[src/rtl/fifo_burst_reader_pkg.sv]
// fifo_burst_reader_pkg
//   Shared definitions for the FIFO-to-burst reader slice.
//   - state_t : FSM encoding for the reader (IDLE / BURST / DRAIN)
//   - default widths used by the interface and the top module
package fifo_burst_reader_pkg;

  localparam int DEFAULT_DATA_WIDTH = 16;
  localparam int DEFAULT_LEN_WIDTH  = 4;

  typedef enum logic [1:0] {
    IDLE  = 2'd0,
    BURST = 2'd1,
    DRAIN = 2'd2
  } state_t;

endpackage

[src/rtl/fifo_burst_reader_if.sv]
// fifo_burst_reader_if
//   Bundles the control, FIFO read-port and write-data burst signals of the
//   burst reader.
//   - start/len/busy/done      : burst request and status
//   - fifo_nempty/fifo_data/re : show-ahead FIFO read port
//   - wdata/wvalid/wready/wlast: AXI-style write-data channel
//   modport master : the reader itself
//   modport slave  : whoever surrounds the reader (controller, FIFO, sink)
interface fifo_burst_reader_if
  import fifo_burst_reader_pkg::*;
#(
  parameter int DATA_WIDTH = DEFAULT_DATA_WIDTH,
  parameter int LEN_WIDTH  = DEFAULT_LEN_WIDTH
);

  logic                  start;
  logic [LEN_WIDTH-1:0]  len;
  logic                  busy;
  logic                  done;

  logic                  fifo_nempty;
  logic [DATA_WIDTH-1:0] fifo_data;
  logic                  fifo_re;

  logic [DATA_WIDTH-1:0] wdata;
  logic                  wvalid;
  logic                  wready;
  logic                  wlast;

  modport master (
    input  start, len, fifo_nempty, fifo_data, wready,
    output busy, done, fifo_re, wdata, wvalid, wlast
  );

  modport slave (
    output start, len, fifo_nempty, fifo_data, wready,
    input  busy, done, fifo_re, wdata, wvalid, wlast
  );

endinterface

[src/rtl/fifo_burst_reader.sv]
// fifo_burst_reader
//   Drains len+1 words from a show-ahead FIFO and emits them as an AXI-style
//   write-data burst through a single registered output stage, sustaining
//   one beat per clock while the FIFO has data and the sink is ready.
//   Ports:
//     clk   : clock, rising edge
//     rst_n : asynchronous reset, active low (abandons any burst in flight)
//     bus   : fifo_burst_reader_if.master
//             start/len in, busy/done out,
//             fifo_nempty/fifo_data in, fifo_re out (combinational),
//             wdata/wvalid/wlast out (registered), wready in
module fifo_burst_reader
  import fifo_burst_reader_pkg::*;
#(
  parameter int DATA_WIDTH = DEFAULT_DATA_WIDTH,
  parameter int LEN_WIDTH  = DEFAULT_LEN_WIDTH
) (
  input  logic                clk,
  input  logic                rst_n,
  fifo_burst_reader_if.master bus
);

  state_t                state;
  logic [LEN_WIDTH-1:0]  len_r;
  // one bit wider than len so a full 2**LEN_WIDTH burst never wraps
  logic [LEN_WIDTH:0]    load_cnt;
  logic [DATA_WIDTH-1:0] wdata_r;
  logic                  wvalid_r;
  logic                  wlast_r;
  logic                  busy_r;
  logic                  done_r;
  logic                  ld;
  logic                  last_load;

  // The output register may take a new word when it is empty or its current
  // beat is being accepted this cycle; that overlap gives full throughput.
  assign ld        = (state == BURST) & bus.fifo_nempty & (~wvalid_r | bus.wready);
  assign last_load = (load_cnt == {1'b0, len_r});

  assign bus.fifo_re = ld;
  assign bus.wdata   = wdata_r;
  assign bus.wvalid  = wvalid_r;
  assign bus.wlast   = wlast_r;
  assign bus.busy    = busy_r;
  assign bus.done    = done_r;

  // Reader FSM with registered outputs. start is only looked at in IDLE, so a
  // request during a burst (including its final accept cycle) is dropped.
  always_ff @(posedge clk or negedge rst_n) begin
    if (!rst_n) begin
      state    <= IDLE;
      len_r    <= '0;
      load_cnt <= '0;
      wdata_r  <= '0;
      wvalid_r <= 1'b0;
      wlast_r  <= 1'b0;
      busy_r   <= 1'b0;
      done_r   <= 1'b0;
    end else begin
      done_r <= 1'b0;
      case (state)
        IDLE: begin
          if (bus.start) begin
            len_r    <= bus.len;
            load_cnt <= '0;
            busy_r   <= 1'b1;
            state    <= BURST;
          end
        end

        BURST: begin
          if (ld) begin
            wdata_r  <= bus.fifo_data;
            wvalid_r <= 1'b1;
            wlast_r  <= last_load;
            load_cnt <= load_cnt + {{LEN_WIDTH{1'b0}}, 1'b1};
            if (last_load) begin
              state <= DRAIN;
            end
          end else if (wvalid_r && bus.wready) begin
            wvalid_r <= 1'b0;
            wlast_r  <= 1'b0;
          end
        end

        DRAIN: begin
          if (wvalid_r && bus.wready && wlast_r) begin
            wvalid_r <= 1'b0;
            wlast_r  <= 1'b0;
            busy_r   <= 1'b0;
            done_r   <= 1'b1;
            state    <= IDLE;
          end
        end

        default: begin
          state <= IDLE;
        end
      endcase
    end
  end

endmodule
[src/flat_wrapper.sv]
// flat-port wrapper written by rule: the top's interface ports become plain ports
module fifo_burst_reader_flat import fifo_burst_reader_pkg::*;
#(
  parameter int DATA_WIDTH = DEFAULT_DATA_WIDTH,
  parameter int LEN_WIDTH  = DEFAULT_LEN_WIDTH
)
  (clk, rst_n, bus_start, bus_len, bus_fifo_nempty, bus_fifo_data, bus_wready, bus_busy, bus_done, bus_fifo_re, bus_wdata, bus_wvalid, bus_wlast);
  fifo_burst_reader_if #(.DATA_WIDTH(DATA_WIDTH), .LEN_WIDTH(LEN_WIDTH)) bus_i ();
  input  logic clk;
  input  logic rst_n;
  input wire logic [$bits(bus_i.start)-1:0] bus_start;
  input wire logic [$bits(bus_i.len)-1:0] bus_len;
  input wire logic [$bits(bus_i.fifo_nempty)-1:0] bus_fifo_nempty;
  input wire logic [$bits(bus_i.fifo_data)-1:0] bus_fifo_data;
  input wire logic [$bits(bus_i.wready)-1:0] bus_wready;
  output wire logic [$bits(bus_i.busy)-1:0] bus_busy;
  output wire logic [$bits(bus_i.done)-1:0] bus_done;
  output wire logic [$bits(bus_i.fifo_re)-1:0] bus_fifo_re;
  output wire logic [$bits(bus_i.wdata)-1:0] bus_wdata;
  output wire logic [$bits(bus_i.wvalid)-1:0] bus_wvalid;
  output wire logic [$bits(bus_i.wlast)-1:0] bus_wlast;
  assign bus_i.start = bus_start;
  assign bus_i.len = bus_len;
  assign bus_i.fifo_nempty = bus_fifo_nempty;
  assign bus_i.fifo_data = bus_fifo_data;
  assign bus_i.wready = bus_wready;
  assign bus_busy = bus_i.busy;
  assign bus_done = bus_i.done;
  assign bus_fifo_re = bus_i.fifo_re;
  assign bus_wdata = bus_i.wdata;
  assign bus_wvalid = bus_i.wvalid;
  assign bus_wlast = bus_i.wlast;
  fifo_burst_reader #(.DATA_WIDTH(DATA_WIDTH), .LEN_WIDTH(LEN_WIDTH)) u_core (.clk(clk), .rst_n(rst_n), .bus(bus_i));
endmodule
[config.mk]
export PLATFORM = sky130hd
export DESIGN_NAME = fifo_burst_reader_flat
export DESIGN_NICKNAME = d
export VERILOG_FILES = /design/src/rtl/fifo_burst_reader_pkg.sv /design/src/rtl/fifo_burst_reader_if.sv /design/src/rtl/fifo_burst_reader.sv /design/src/flat_wrapper.sv
export SDC_FILE = /design/constraint.sdc
export NUM_CORES = 1
export LEC_CHECK = 0
export CAP_MARGIN = 20
export CORE_UTILIZATION = 34
export DETAILED_ROUTE_END_ITERATION = 8
export GPL_TIMING_DRIVEN = 0
export PLACE_DENSITY_LB_ADDON = 0.05
export SLEW_MARGIN = 10
export SYNTH_ARGS = -nofsm -noshare
export SYNTH_HDL_FRONTEND = slang
export SYNTH_SLANG_ARGS = --single-unit
[constraint.sdc]
create_clock -name clk -period 2.5 [get_ports clk]
set_input_delay 0.5 -clock clk [delete_from_list [all_inputs] [get_ports clk]]
set_output_delay 0.5 -clock clk [all_outputs]
set_load 0.1 [all_outputs]
==> metrics.md, run 1 <==
| Metric | Value |
|---|---|
| Mean instance size in the synthesized netlist | `between 9 and 10 um^2` |
| CTS clk-pin slew, worst paths | `approximately 0.070 ns` |
| Power, Total | `approximately 930 uW` |
| Post-place setup slack | `-0.936 ns` |
| Vias after detailed routing | `around 1300` |
| Wire length of the first global-routing pass | `roughly 5300 um` |
| Summed instance area of the synthesized netlist | `1500 um^2` |
| Global router's overall resource usage | `15.9%` |
| DRC violation count after routing | `0` |
| Launch point of the worst reg-to-reg path | `u_core.state[1]` |
| R2r worst-path depth | `7` |
| Maximum buffer depth of the clock tree | `2` |
| Area fraction in compound gates after synthesis | `roughly a tenth` |
| Setup repair bufs after CTS | `0` |
| Die Span Y | `between 60 and 70 um` |
| Endpoint kind of the worst setup timing path | `output port` |
| Number of different library cells in the post-synthesis netlist | `33` |
| Tightest hold margin | `roughly 0.26 ns` |
| Type of the most critical hold path | `input pin to async pin` |
| Die span in x | `roughly 68 um` |
| TritonCTS clock tree | `built` |
| Total of flip-flops plus latches after synthesis | `31` |
| Number of global-route vias before repair | `between 1000 and 1500` |
| PortBufs | `45` |
| CTS H-tree depth | `2` |
| Startpoint of the most critical setup path | `bus_wready` |
| Multi-input logic area | `between 600 and 700 um^2` |
| RSZ-0062 raised after global routing | `no` |
| Antenna Nets Post-Route | `0` |
| Final cell count without fillers | `262` |
| Run status | `finished, final reports clean` |
| Layout area overhead | `39.1%` |
| Number of antenna violations at the first check in global routing | `0` |
| Power density over the cells | `445 nW/um^2` |
| Post-route clock period utilization | `~95%` |
| Fraction of final layout cells sized beyond drive strength 1 | `under 10%` |
| Critical path destination | `bus_fifo_re` |
| Via density per instance | `between 4 and 5` |
| Initial standard-cell utilization of the core | `36.4%` |
| Arithmetic-cell share of the synthesized area counting full adders, half adders and majority gates | `roughly 4.2%` |
| Net count of the finished layout | `between 200 and 250` |
| Max-cap violations | `0` |
| Peak fanout along the critical path | `18` |
| Wire per inst | `13.1 um` |
| Routability Congestion | `approximately 0.77` |
| FP Rows | `23` |
| Number of inserted diodes | `0` |
| Total area of sequential cells | `between 700 and 800 um^2` |
| Final standard cell area without fillers | `between 2000 and 2500 um^2` |
| Number of setup violations in the final report | `0` |
| Net count after synthesis | `190` |
| Slack of the critical path | `around 0.11 ns` |
| Filler cell count in the final layout | `between 300 and 400` |
| Critical path data required time | `2.00 ns` |
| Max-slew headroom | `around a third` |
| Cell count after synthesis | `160` |
| Clock Sinks | `31` |
| Number of clock buffers inserted by TritonCTS | `5` |
| Maximum clock frequency | `roughly 420 MHz` |
| Synthesized-area fraction occupied by and/or/nand/nor cells | `roughly a quarter` |
| Final Hold Violating Endpoints | `0` |
| 1st-iter DRT viols | `54` |
| Largest family of logic cells by synthesized area | `simple AND/OR/NAND/NOR gates` |
| Placed instance count | `255` |
| Post-layout utilization of the core | `between 50% and 60%` |
| Share of cell area taken by muxes after synthesis | `approximately 4.3%` |
| CTS root buffer | `sky130_fd_sc_hd__clkbuf_8` |
| Overflow left after global routing | `0` |
| CORE AREA | `4120 um^2` |
| Post-Route Setup TNS | `0 ns` |
| Num ports | `46` |
| Sum of routed wire length over all layers | `3420 um` |
| Kind of start point of the critical path | `input pin` |
| Leakage | `around 1.0 nW` |
| Yosys warning total | `0` |
| Largest net degree at the start of global routing | `32` |
| Fin Clk Skew | `between 0.006 and 0.007 ns` |
| Setup Crit Path Kind | `input pin to output port` |
| Area enclosed by the die boundary | `~4700 um^2` |
| WP data arrival | `approximately 1.9 ns` |
| Detailed placement HPWL | `around 2400 um` |
| End of the worst register-to-register path | `u_core.load_cnt[2]` |
| Post-Place Cell Area | `approximately 2000 um^2` |
| Xor/xnor share of the synthesized area | `between 2 and 2.5%` |
| Clock Latency Late Sink | `0.28 ns` |
| Internal reg-to-reg setup slack | `0.66 ns` |
| DRT Pass-1 Iters | `4` |
| Worst Tran Pin Value | `0.987 ns` |
| Register area share after synthesis | `between 50% and 60%` |
| Time the worst path needs with I/O delays and setup | `~2.4 ns` |
| Worst VDD drop | `about 0.26 mV` |
| Max-slew violation count | `0` |
where the power goes:
part           switching, mW  leakage [nW]  total (mW)  internal [mW]
sequential                 0         0.423       0.502          0.502
clock                  0.179        0.0422       0.374          0.195
combinational         0.0168         0.571      0.0502         0.0334
total                  0.196          1.04       0.926          0.730
metal layers:
layer | vias to the layer above | track usage, % | wire (um)
met5 | - | 0 | 0
met4 | 0 | 6.25 | 33
met3 | 5 | 6.17 | 226
met2 | 38 | 24.8 | 1550
met1 | 574 | 19.7 | 1610
li1 | 633 | - | -
layout by cell type, fill, tap and decap left out, types with 2 or more instances in the layout:
master	count
sky130_fd_sc_hd__nand2_1	55
sky130_fd_sc_hd__clkdlybuf4s50_1	43
sky130_fd_sc_hd__dfrtp_1	31
sky130_fd_sc_hd__inv_1	8
sky130_fd_sc_hd__nand3_1	6
sky130_fd_sc_hd__nor2_1	6
sky130_fd_sc_hd__ha_1	5
sky130_fd_sc_hd__clkbuf_8	5
sky130_fd_sc_hd__nand2b_1	4
sky130_fd_sc_hd__mux2_2	4
sky130_fd_sc_hd__buf_2	4
sky130_fd_sc_hd__xnor2_1	4
sky130_fd_sc_hd__nor3_1	3
sky130_fd_sc_hd__a21o_1	3
sky130_fd_sc_hd__o311a_1	2
sky130_fd_sc_hd__a211oi_1	2
sky130_fd_sc_hd__a211o_1	2
sky130_fd_sc_hd__o21ai_0	2
sky130_fd_sc_hd__nand4_1	2
sky130_fd_sc_hd__mux2i_1	2
sky130_fd_sc_hd__clkbuf_1	2
critical path, cell delays in order:
cell and delay (ns):
sky130_fd_sc_hd__clkdlybuf4s50_1 0.51, sky130_fd_sc_hd__nand2b_1 0.16, sky130_fd_sc_hd__nand3_2 0.13, sky130_fd_sc_hd__inv_2 0.30, sky130_fd_sc_hd__buf_6 0.28
state kept, by name, indices dropped and copies added, names as in the netlist:
register / count
u_core.bus.wvalid: 1
u_core.bus.wlast: 1
u_core.state: 2
u_core.bus.done: 1
u_core.bus.busy: 1
u_core.bus.wdata: 16
u_core.load_cnt: 5
u_core.len_r: 4
area by class of cell:
cell class | instances | area share (%)
sequential | 31 | 37.3
inverter | 9 | 1.62
clock buffer | 7 | 3.67
timing repair buffer | 45 | 21.5
multi-input combinational | 116 | 32.0
clock inverter | 1 | 0.240
buffer | 3 | 0.721
tap | 50 | 3.00
logic make-up after synthesis:
family	Yosys count
buffers and inverters	13
flip-flops	31
AND/OR/NAND/NOR	82
XOR/XNOR	4
AO/OA/AOI/OAI	19
multiplexers	6
adder cells (fa/ha/maj)	5
Yosys cell counts, drive strengths merged:
master,n,share of area [%]
o211ai,1,0.50
buf,4,1.3
nand4,2,0.84
mux2,4,3.0
nand3,7,2.7
a21o,3,1.5
xnor2,4,2.3
dfrtp,31,52
and2,2,1.0
a211o,2,1.2
mux2i,2,1.3
a211oi,2,1.0
inv,9,2.3
nor2,6,1.5
o311ai,1,0.59
nor3,3,1.0
o311a,2,1.3
a31oi,1,0.42
o21ai,2,0.67
nand2b,4,1.7
a21oi,1,0.33
nor3b,1,0.50
and2b,1,0.50
a22o,1,0.59
ha,5,4.2
o22ai,1,0.42
nor2b,1,0.42
nand2,55,14
o2bb2ai,1,0.59
a311o,1,0.67
how the worst min path moves through the flow:
stage               depth (start not counted)             endpoint                 from  slack, ns
floorplan                                   0      u_core.bus.busy                rst_n       0.20
global placement                            2  u_core.bus.wdata[0]  u_core.bus.wdata[0]       0.46
global route                                1      u_core.bus.busy                rst_n       0.31
CTS                                         1  u_core.bus.wdata[6]                rst_n       0.29
detailed placement                          2  u_core.bus.wdata[0]  u_core.bus.wdata[0]       0.46
finish                                      1      u_core.bus.busy                rst_n       0.26
what timing repair did:
action,4_1_cts,5_1_grt
hold buffers,0,0
setup endpoints to repair,1,0
gates resized for setup,7,0
endpoints found under the hold margin,0,0
Note: power is estimated with default switching activity, not from simulation.
==> run 2, diff against run 1 <==
--- a/config.mk
+++ b/config.mk
@@ -7,9 +7,9 @@
 export LEC_CHECK = 0
 export CAP_MARGIN = 20
 export CORE_UTILIZATION = 34
+export CTS_BUF_LIST = sky130_fd_sc_hd__clkbuf_4 sky130_fd_sc_hd__clkbuf_8
 export DETAILED_ROUTE_END_ITERATION = 8
 export GPL_TIMING_DRIVEN = 0
-export PLACE_DENSITY_LB_ADDON = 0.05
 export SLEW_MARGIN = 10
 export SYNTH_ARGS = -nofsm -noshare
 export SYNTH_HDL_FRONTEND = slang
==> run 2 against run 1 <==
  * Count of clock-buffer cells in the layout down 1
  * Fmax down 0.45%
  * Non-clock buffer count unchanged
  * Clock skew down 0.0032 ns
  * Critical path type unchanged
==> metrics.md, run 2 (synthesis gave the netlist of run 1 again) <==
| Metric | Value |
|---|---|
| Run status | `finished, final reports clean` |
| WP data arrival | `between 1.5 and 2 ns` |
| Commonest non-fill, non-tap cell in the layout | `sky130_fd_sc_hd__nand2_1` |
| Placed instance count | `255` |
| Fin Clk Skew | `between 0.003 and 0.004 ns` |
| CTS clk-pin slew, worst paths | `~0.060 ns` |
| Time the worst path needs with I/O delays and setup | `between 2 and 2.5 ns` |
| Layout area overhead | `40.8%` |
| FP Rows | `23` |
| Max-slew violation count | `0` |
| Worst VDD drop | `0.274 mV` |
| Power, Total | `roughly 1.0 mW` |
| Overflow left after global routing | `0` |
| Routability Congestion | `0.847` |
| Wire length of the first global-routing pass | `around 6000 um` |
| Clock Sinks | `31` |
| Maximum clock frequency | `between 400 and 500 MHz` |
| Max-slew headroom | `about a third` |
| CTS root buffer | `sky130_fd_sc_hd__clkbuf_8` |
| Post-Route Setup TNS | `0 ns` |
| Max-cap violations | `0` |
| R2r worst-path depth | `7` |
| DRC violation count after routing | `0` |
| Global router's overall resource usage | `between 10% and 20%` |
| RSZ-0062 raised after global routing | `no` |
| TritonCTS clock tree | `built` |
| Leakage | `between 1 and 1.5 nW` |
| Top library cells by usage in the layout, fill and taps aside | `sky130_fd_sc_hd__nand2_1 (55), sky130_fd_sc_hd__clkdlybuf4s50_1 (43), sky130_fd_sc_hd__dfrtp_1 (31), sky130_fd_sc_hd__inv_1 (8)` |
| Post-route clock period utilization | `95.9%` |
| Number of global-route vias before repair | `1310` |
| Logic pwr share | `4.9%` |
| Final Hold Violating Endpoints | `0` |
| Initial standard-cell utilization of the core | `between 30% and 40%` |
| Worst Tran Pin Value | `~0.99 ns` |
| Number of setup violations in the final report | `0` |
| Power density over the cells | `~500 nW/um^2` |
| Die Span Y | `approximately 68 um` |
| Via density per instance | `about 5` |
| Setup repair bufs after CTS | `0` |
| Number of clock buffers inserted by TritonCTS | `5` |
| Critical path data required time | `2.00 ns` |
| Slack of the critical path | `a little over 0.1 ns` |
| Kind of start point of the critical path | `input pin` |
| Number of antenna violations at the first check in global routing | `0` |
| Setup Crit Path Kind | `input pin to output port` |
| Die span in x | `68.3 um` |
| 1st-iter DRT viols | `65` |
| Power Internal | `about 840 uW` |
| Net load switching power | `~190 uW` |
| Clock Latency Late Sink | `approximately 0.27 ns` |
| Detailed placement HPWL | `2570 um` |
| Type of the most critical hold path | `input pin to async pin` |
| Critical path destination | `bus_fifo_re` |
| Maximum buffer depth of the clock tree | `2` |
| Number of flip-flops under the largest register name | `16` |
| Wire per inst | `between 10 and 15 um` |
| Internal reg-to-reg setup slack | `between 0.6 and 0.7 ns` |
| Area enclosed by the die boundary | `~4700 um^2` |
| Number of inserted diodes | `0` |
| Sum of routed wire length over all layers | `3510 um` |
| End of the worst register-to-register path | `u_core.load_cnt[2]` |
| Vias after detailed routing | `between 1000 and 1500` |
| Endpoint kind of the worst setup timing path | `output port` |
| Final cell count without fillers | `roughly 260` |
| Post-place setup slack | `-0.907 ns` |
| Sequential power share | `48.8%` |
| PortBufs | `45` |
| Relative contribution of the clock network to total power | `a little under half` |
| Fraction of final layout cells sized beyond drive strength 1 | `under 10%` |
| Net count of the finished layout | `around 240` |
| Largest net degree at the start of global routing | `32` |
| Share of total power consumed by net switching | `between 10% and 20%` |
| Peak fanout along the critical path | `18` |
| Startpoint of the most critical setup path | `bus_wready` |
| Antenna Nets Post-Route | `0` |
| Post-layout utilization of the core | `between 50% and 60%` |
| Launch point of the worst reg-to-reg path | `u_core.state[1]` |
| DRT Pass-1 Iters | `4` |
| Num ports | `46` |
| CORE AREA | `approximately 4100 um^2` |
| CTS H-tree depth | `2` |
run 2: changes by cell type in the layout (fill, tap and decap cells not counted), sizes merged:
cell | before | now
clkbuf | 7 | 6
clkinv | 1 | 0
bufinv | 0 | 1
run 2: worst max-delay path, cell delays in order:
cell and delay [ns]:
sky130_fd_sc_hd__clkdlybuf4s50_1 0.51, sky130_fd_sc_hd__nand2b_1 0.16, sky130_fd_sc_hd__nand3_2 0.15, sky130_fd_sc_hd__inv_2 0.29, sky130_fd_sc_hd__buf_6 0.28
run 2: power groups by stage:
stage / clock network (mW) / logic, mW / registers (mW)
2_1_floorplan: 0 / 0.00224 / 0.511
3_3_place_gp: 0 / 0.0514 / 0.511
3_5_place_dp: 0 / 0.0515 / 0.511
4_1_cts: 0.492 / 0.0518 / 0.502
5_1_grt: 0.516 / 0.0551 / 0.501
6_report: 0.477 / 0.0504 / 0.502
run 2: per-stage QoR:
stage / cell area, um^2 / hold slack (ns)
floorplan: 1500 / 0.204
global placement: 2010 / 0.458
detailed placement: 2000 / 0.462
CTS: 2110 / 0.295
global route: 2110 / 0.325
finish: 2110 / 0.264
run 2: metal layers:
| layer | vias to the layer above | GRT usage [%] | part of all wire [%] | wire length [um] |
|---|---|---|---|---|
| met3 | 6 | 7.50 | 9.2 | 324 |
| met1 | 607 | 22.2 | 42 | 1470 |
| li1 | 633 | - | - | - |
| met2 | 58 | 27.7 | 48 | 1690 |
| met4 | 0 | 5.99 | 0.68 | 24 |
| met5 | - | 0 | 0 | 0 |
run 2: timing repair:
action,CTS,global route
endpoints found under the hold margin,0,0
setup endpoints to repair,1,0
hold buffers,0,0
gates resized for setup,7,0
run 2: worst min-delay path by stage:
stage,to,startpoint,cells past startpoint,slack [ns]
final,u_core.bus.wvalid,rst_n,1,0.26
after global routing,u_core.load_cnt[4],rst_n,1,0.33
after CTS,u_core.bus.wdata[4],rst_n,1,0.30
after detailed placement,u_core.bus.wdata[4],u_core.bus.wdata[4],2,0.46
after global placement,u_core.bus.wdata[14],u_core.bus.wdata[14],2,0.46
after floorplan,u_core.bus.busy,rst_n,0,0.20
run 2: area by class of cell:
cell class / instances / area, um^2
Fill cell: 393 / 2010
Clock buffer: 6 / 76.3
Inverter: 9 / 33.8
Tap cell: 50 / 62.6
Buffer: 3 / 15.0
Clock inverter: 1 / 30.0
Timing Repair Buffer: 45 / 447
Sequential cell: 31 / 776
Multi-Input combinational cell: 116 / 667
==> edit: new RTL, config.mk and constraints of run 1 <==
Change the package constant `DEFAULT_DATA_WIDTH` from 16 to 12.
--- a/src/rtl/fifo_burst_reader_pkg.sv
+++ b/src/rtl/fifo_burst_reader_pkg.sv
@@ -4,7 +4,7 @@
 //   - default widths used by the interface and the top module
 package fifo_burst_reader_pkg;
 
-  localparam int DEFAULT_DATA_WIDTH = 16;
+  localparam int DEFAULT_DATA_WIDTH = 12;
   localparam int DEFAULT_LEN_WIDTH  = 4;
 
   typedef enum logic [1:0] {
Ports: changed (resized bus_fifo_data and bus_wdata); port bits go from 46 to 38. The function was not compared with the original's and may differ.
==> edit against run 1 <==
- hold slack better by 250 ps
- synthesized area decreased by 13%
- fmax rose by 0.60%
- sequential cell count shrank 4
- setup slack improved by 14 ps
- register-to-register slack gained 50 ps
- routed wire length decreased by 24%
- final area is 12% lower
- clock skew shrank 1.6 ps
- critical path type is now reg -> out
- highest routed layer unchanged
Power is left out: the tool's default activity adds up to more than one toggle a clock period on the data nets, which glitch-free logic cannot reach.
==> edit: results (changes against run 1) <==
Global route
  – Largest net degree at the start of global routing: 18 (-44%)
  – Total track usage: 0.147 (-0.0125)
  – Vias in the first global route: 1020 (-13%)
  – Wire length of the first global-routing pass: 4590 um (-14%)

Place
  – Placement Cell Area: 1770 sq um (-12%)
  – Gpl congestion: 0.750 (-3.0%)
  – IO buf count: 37 (-18%)
  – DP Cell Count: 196 (-23%)
  – Post-DP HPWL: 1980 um (-19%)
  – Setup WS pre-CTS: -1130 ps (-190 ps)

Synthesis
  – Ys async rst share: 1.00 (unchanged)
  – Gate Count Post-Synth: 110 (-31%)
  – Commonest cells in the netlist: dfrtp_1, mux2_2, nand2_1
  – Sequential cell area fraction in the yosys report: 0.518 (-0.000657)
  – Synth top area share: 0.518 (-0.000657)
  – Netlist cell types: 26 (-21%)
  – Syn Nets: 136 (-28%)
  – Largest cells by area after synthesis: dfrtp_1, mux2_2, ha_1

Final layout
  – Layout cell share with drive strength beyond 1: 0.191 (+0.106)
  – Fillers: 354 (-9.2%)
  – Max FFs per register: 12 (-4)
  – Final nets: 179 (-26%)
  – Antenna cells: 0 (unchanged)

STA
  – Setup Skew: 4.71 ps (-1.61 ps)
  – Worst-Margin Slew: 974 ps (-12.4 ps)

Setup path
  – Crit-path max cell delay: 1150 ps (+640 ps)
  – CP Max Fanout: 6 (-12)
  – Family with the most delay on the worst path: buffers and inverters
  – Critical Path AT: 1870 ps (-20 ps)

Route
  – Total wire length: 2590 um (-24%)
  – Via count: 994 (-20%)
  – Routed wire per std cell: 12.9 um (-0.89%)
  – Initial DRC count: 36 (-33%)

Worst hold path
  – Worst hold path type: reg -> reg

Clocking
  – Clock root cell: clkbuf_8
  – Reg clk slew, reported paths: 90 ps (+20 ps)
  – Total CTS buffers: 3 (-2)
  – Clk buf depth: 2 (unchanged)
  – H-tree Lvls: 1 (-1)

Run status
  – Status: completed
[edit: cell types whose count changed after synthesis, sizes merged, moves of 3 or more]
cell / change
o21ai: +5
mux2: +15
nand2: -47
a21o: -3
a22o: +3
buf: -3
xor2: +3
nand3: -3
xnor2: -3
dfrtp: -4
[edit: logic make-up after synthesis]
kind of cell	share of synthesized area
flops	0.518
simple gates	0.0959
mux	0.195
compound gates	0.0901
buf+inv	0.0268
fa+ha+maj	0.0479
xor+xnor	0.0269
[edit: final cells by class]
type                    count  area [sq um]  share of cell area
well taps                  48          60.1              0.0329
multi-input cells          74           602               0.329
clock buffers               3          41.3              0.0226
clock inverters             1          7.51             0.00411
plain buffers               1          3.75             0.00205
flip-flops and latches     27           677               0.370
repair buffers             39           407               0.222
inverters                   7          30.0              0.0164
[edit: what timing repair did]
| action | 4_1_cts | 5_1_grt |
|---|---|---|
| pin swaps | 1 | 0 |
| cloned | 0 | 0 |
| buffers inserted | 1 | 0 |
| setup endpoints to repair | 1 | 1 |
| resized for setup | 8 | 1 |
[edit: final timing paths]
kind                       slack, ps  depth (start not counted)                   to                 from
max                              130                          1           bus_wvalid    u_core.bus.wvalid
min                              510                          1  u_core.bus.wdata[7]  u_core.bus.wdata[7]
max reg2reg                      710                          5      u_core.state[0]      u_core.state[1]
min reg2reg                      510                          1  u_core.bus.wdata[7]  u_core.bus.wdata[7]
max in group asynchronous       1380                          2      u_core.state[1]                rst_n
min in group asynchronous        610                          1   u_core.load_cnt[3]                rst_n
[edit: layer usage]
metal,share of wire,GRT usage,vias up,routed length (um)
met5,0,0,-,0
met4,0.012,0.0511,0,32
met3,0.049,0.0357,5,127
met2,0.49,0.261,22,1260
met1,0.45,0.171,496,1170
li1,-,-,471,-
